[src/rtl/fetch_ctrl.sv]
// Instruction-fetch sequencer: owns the PC, issues word fetches over req/ack, and presents each instruction in a one-entry slot.
// Latency: request one cycle after leaving IDLE/FULL; the slot fills on the ack edge. At most one instruction per 2 cycles.
// Backpressure: the slot holds while if_ready=0 and no fetch is issued; a redirect flushes the slot or drains an in-flight fetch.
module fetch_ctrl #(
    parameter logic [31:0] RESET_PC = 32'h0000_3000,
    parameter int          TIMEOUT  = 255,
    parameter int          CNT_W    = 8
) (
    input  logic        clk,
    input  logic        rst,
    input  logic        redirect_valid,
    input  logic [31:0] redirect_pc,
    output logic        imem_req,
    output logic [31:0] imem_addr,
    input  logic        imem_ack,
    input  logic [31:0] imem_rdata,
    output logic        if_valid,
    output logic [31:0] if_instr,
    output logic [31:0] if_pc,
    input  logic        if_ready,
    output logic        misalign_err,
    output logic        imem_timeout
);

    typedef enum logic [1:0] {IDLE, FETCH, FULL, DRAIN} state_t;

    localparam logic [CNT_W-1:0] TO = CNT_W'(TIMEOUT);

    state_t             state;
    logic [31:0]        pc;
    logic [31:0]        addr_q;
    logic [CNT_W-1:0]   wait_cnt;
    logic [31:0]        target;

    assign target       = {redirect_pc[31:2], 2'b00};
    assign imem_req     = (state == FETCH) || (state == DRAIN);
    assign imem_addr    = addr_q;
    assign misalign_err = !rst && redirect_valid && (redirect_pc[1:0] != 2'b00);

    always_ff @(posedge clk or posedge rst) begin
        if (rst) begin
            state        <= IDLE;
            pc           <= RESET_PC;
            addr_q       <= RESET_PC;
            wait_cnt     <= '0;
            imem_timeout <= 1'b0;
            if_valid     <= 1'b0;
            if_instr     <= 32'h0;
            if_pc        <= 32'h0;
        end else begin
            if (!imem_req || imem_ack)
                wait_cnt <= '0;
            else if (wait_cnt != TO)
                wait_cnt <= wait_cnt + CNT_W'(1);

            if (imem_req && wait_cnt == TO)
                imem_timeout <= 1'b1;

            if (redirect_valid)
                pc <= target;

            case (state)
                IDLE: begin
                    addr_q <= redirect_valid ? target : pc;
                    state  <= FETCH;
                end
                FETCH: begin
                    if (redirect_valid) begin
                        // An un-acked request cannot be withdrawn, so it is drained instead.
                        if (imem_ack)
                            addr_q <= target;
                        else
                            state <= DRAIN;
                    end else if (imem_ack) begin
                        if_instr <= imem_rdata;
                        if_pc    <= addr_q;
                        if_valid <= 1'b1;
                        pc       <= addr_q + 32'd4;
                        state    <= FULL;
                    end
                end
                FULL: begin
                    if (redirect_valid || if_ready) begin
                        if_valid <= 1'b0;
                        addr_q   <= redirect_valid ? target : pc;
                        state    <= FETCH;
                    end
                end
                DRAIN: begin
                    // Wrong-path data is discarded; restart from the (possibly just redirected) PC.
                    if (imem_ack) begin
                        addr_q <= redirect_valid ? target : pc;
                        state  <= FETCH;
                    end
                end
                default: state <= IDLE;
            endcase
        end
    end

endmodule

[config.mk]
export PLATFORM = sky130hd
export DESIGN_NAME = fetch_ctrl
export DESIGN_NICKNAME = d
export VERILOG_FILES = /design/src/rtl/fetch_ctrl.sv
export SDC_FILE = /design/constraint.sdc
export NUM_CORES = 1
export LEC_CHECK = 0
export CELL_PAD_IN_SITES_DETAIL_PLACEMENT = 1
export CELL_PAD_IN_SITES_GLOBAL_PLACEMENT = 1
export CORE_UTILIZATION = 40
export DETAILED_ROUTE_END_ITERATION = 10
export GPL_TIMING_DRIVEN = 1
export PLACE_DENSITY = 0.83
export SETUP_SLACK_MARGIN = 0.3
export SLEW_MARGIN = 20
export SYNTH_ARGS = -nofsm -noshare
export SYNTH_HDL_FRONTEND = slang
export SYNTH_SLANG_ARGS = --single-unit
[constraint.sdc]
create_clock -name clk -period 10.35 [get_ports clk]
set_input_delay 2.07 -clock clk [delete_from_list [all_inputs] [get_ports clk]]
set_output_delay 2.07 -clock clk [all_outputs]
set_load 0.005 [all_outputs]
==> key figures <==
Critical path
  – Setup Crit Path Kind: input port to primary output
  – Nature of the critical path endpoint: primary output
  – Crit path arrival time: 3750 ps
  – Crit Path Max Fanout: 68
  – CP max stage cell: clkdlybuf4s50_1
  – Reg2reg path depth: 5
  – CP Launch Type: input port
  – Crit path cell chain: clkdlybuf4s50_1 > inv_6 > o211a_1 > clkdlybuf4s50_1
  – Top cell by count, worst path: clkdlybuf4s50_1
  – R2r setup slk: 7770 ps
  – Crit-path max cell delay: 490 ps
  – Worst EP required: 8280 ps

Finish
  – Fin util: 56.6%
  – # diodes: 0
  – Most common cell after layout, fill and taps aside: nand2_1
  – Finished Cell Area: 8990 um2
  – Fill count: 1,790
  – Most frequent cells in the layout: 246 x nand2_1, 167 x clkdlybuf4s50_1, 136 x dfrtp_1, 42 x mux2i_1, 37 x o21ai_0
  – Synth-to-Final Area Change: 37.8%
  – Final nets: 919
  – Share of cells above drive strength 1: 6.16%

Route
  – First DRT Iteration DRCs: 279
  – Final WL: 20.5 mm
  – DRT Pass-1 Iters: 4
  – WL met2: 10.6 mm
  – DR vias/cell: 5.28
  – Max Used Layer: met4
  – Post-DRT Antenna Nets: 0
  – Post-DR wirelength/cell: 19.0 um
  – WL met1: 8.45 mm
  – Routed via count: 5,689
  – DR WL met3: 1.03 mm
  – DRC viols: 0

Power
  – PnR Total Power: 0.00203 W
  – Pwr dens: 226 nW/um2
  – VDD IR max: 118 uV
  – Lkg Pwr: 4.03 nW

CTS
  – Clock Root Buffer: clkbuf_16
  – Clock transition at path regs: 60 ps
  – Num CTS Buffers: 17
  – CTS tree: done
  – # H-tree levels: 4
  – Clk_lat worst skew: 430 ps
  – Clock Sinks: 140
  – Hold Buf Count CTS: 0
  – CTS resizes: 0
  – Max Root-Sink Buffers: 2
  – Postcts setup bufs: 0

Yosys
  – Sequential share of the synthesized area: 53.7%
  – Syn_area_per_cell: 9.29 um2
  – Yosys warns: 0
  – Synthesized net count: 774
  – Count of cell types in the netlist: 38
  – Synthesized flop and latch total: 140
  – Synthesized area: 6530 um2
  – Synth Instances: 703

STA
  – TNS Setup: 0 ps
  – Crit path time final: 5820 ps
  – Max frequency: 0.172 GHz
  – Final setup violation count: 0
  – Slew @ Worst Pin: 935 ps
  – RSZ-0062 raised after global routing: false
  – Fin. max-slew vios: 0
  – Clock Skew: 7.74 ps
  – Final period utilization: 56.2%
  – Rel. slew slack: 37.7%
  – Final Hold Fails: 0
  – Hold Slack: 455 ps

Global route
  – Grt total ovfl: 0
  – Global-route wire length before repair: 32.0 mm
  – Largest net degree at the start of global routing: 75
  – Total GRT Usage: 25.1%
  – Initial antenna violation count: 0
  – Vias in the first global route: 6,112

Die
  – Die width: 130 um
  – Die height: 130 um
  – DIE AREA: 16,800 um2
  – Initial Util: 41.1%
  – Io pins: 169
  – Core area: 15,900 um2
  – Row cnt: 46

Place
  – Placer Congestion: 0.769
  – HPWL after DPL: 13.1 mm
  – PortBufs: 168
  – Post-DP Area: 8280 um2

Outcome
  – Status: complete, no violations

Min path
  – Hold Crit Depth: 1
  – Worst Hold Class: flop to flop

Job
  – Total of max-cap violations: 0
## flip-flops by register name, summed over array words and instances (netlist names)
name	flops
pc	32
imem_timeout	1
if_instr	32
if_pc	32
wait_cnt	8
imem_addr	32
state	2
if_valid	1
## cells by family (layout without fill, tap and decap cells)
family	Yosys count	count (layout)	share of synthesized area [%]
compound gates	95	95	8.30
mux	42	42	6.44
buf+inv	50	208	3.91
flops	140	140	53.7
fa+ha+maj	2	2	0.383
simple gates	342	342	22.9
xor+xnor	32	32	4.29
## metrics by stage
stage	instances	setup slack, ps
after floorplan	703	2860
after global placement	1045	4480
after detailed placement	1045	4470
after CTS	1077	4470
after global routing	1077	4370
final	1077	4530
## report_power, final
part	leakage (nW)	switching, W	internal [W]
sequential	1.74	0.000124	0.000677
clock	0.350	0.000236	0.000494
combinational	1.94	0.000215	0.000286
total	4.03	0.000575	0.00146
## critical path: cells and delay by family
| family | cells | cell delay [ps] |
|---|---|---|
| compound gates | 1 | 240 |
| buf+inv | 3 | 1430 |
## layout make-up
type                    count  area (um2)  share of cell area [%]
well taps                 216         270                    3.00
clock inverters            12         239                    2.66
flip-flops and latches    140        3510                    39.0
multi-input cells         513        2780                    30.9
inverters                   3        16.3                   0.181
repair buffers            173        1710                    19.1
clock buffers              20         467                    5.19
## path summary, 6_finish.rpt
kind                                       endpoint                     start
setup / recovery                       misalign_err                       rst
hold / removal             imem_timeout$_DFFE_PP0P_  imem_timeout$_DFFE_PP0P_
min in group asynchronous   if_instr[6]$_DFFE_PP0P_                       rst
max in group asynchronous          pc[18]$_DFF_PP0_                       rst
hold reg to reg            imem_timeout$_DFFE_PP0P_  imem_timeout$_DFFE_PP0P_
setup reg to reg                   pc[20]$_DFF_PP0_      state[1]$_DFFE_PP0P_
## metal layers
layer	vias up	global-route usage, %
met5	-	0
met2	156	45.0
met4	0	8.34
met1	2888	29.5
met3	30	5.95
li1	2615	-
## cell usage after synthesis
cell,n,area (um2)
o21ai_1,6,30.0
mux2i_1,42,420
nand4_1,12,75.1
and2_1,1,6.26
a31o_2,1,8.76
a21oi_1,28,140
buf_6,4,45.0
buf_4,4,30.0
nor2b_1,19,119
nand2b_1,3,18.8
nand2_2,1,6.26
and3_1,5,31.3
and4_2,1,10.0
a211oi_1,18,135
xnor2_1,7,61.3
nand4_2,1,12.5
clkbuf_1,19,71.3
nand3_1,20,100
o21ai_0,37,185
a41o_1,1,10.0
o211a_1,1,10.0
nand2_1,247,927
inv_1,3,11.3
ha_1,2,25.0
nor4_4,1,21.3
nor3_1,6,30.0
a22oi_1,1,7.51
nor3b_1,2,15.0
buf_1,2,7.51
xor2_1,25,219
dfstp_2,4,105
nor2_8,1,20.0
and4_1,4,35.0
buf_2,18,90.1
or3_1,1,6.26
a21o_1,2,15.0
nor2_1,17,63.8
dfrtp_1,136,3400
Note: power is estimated with default switching activity, not from simulation.
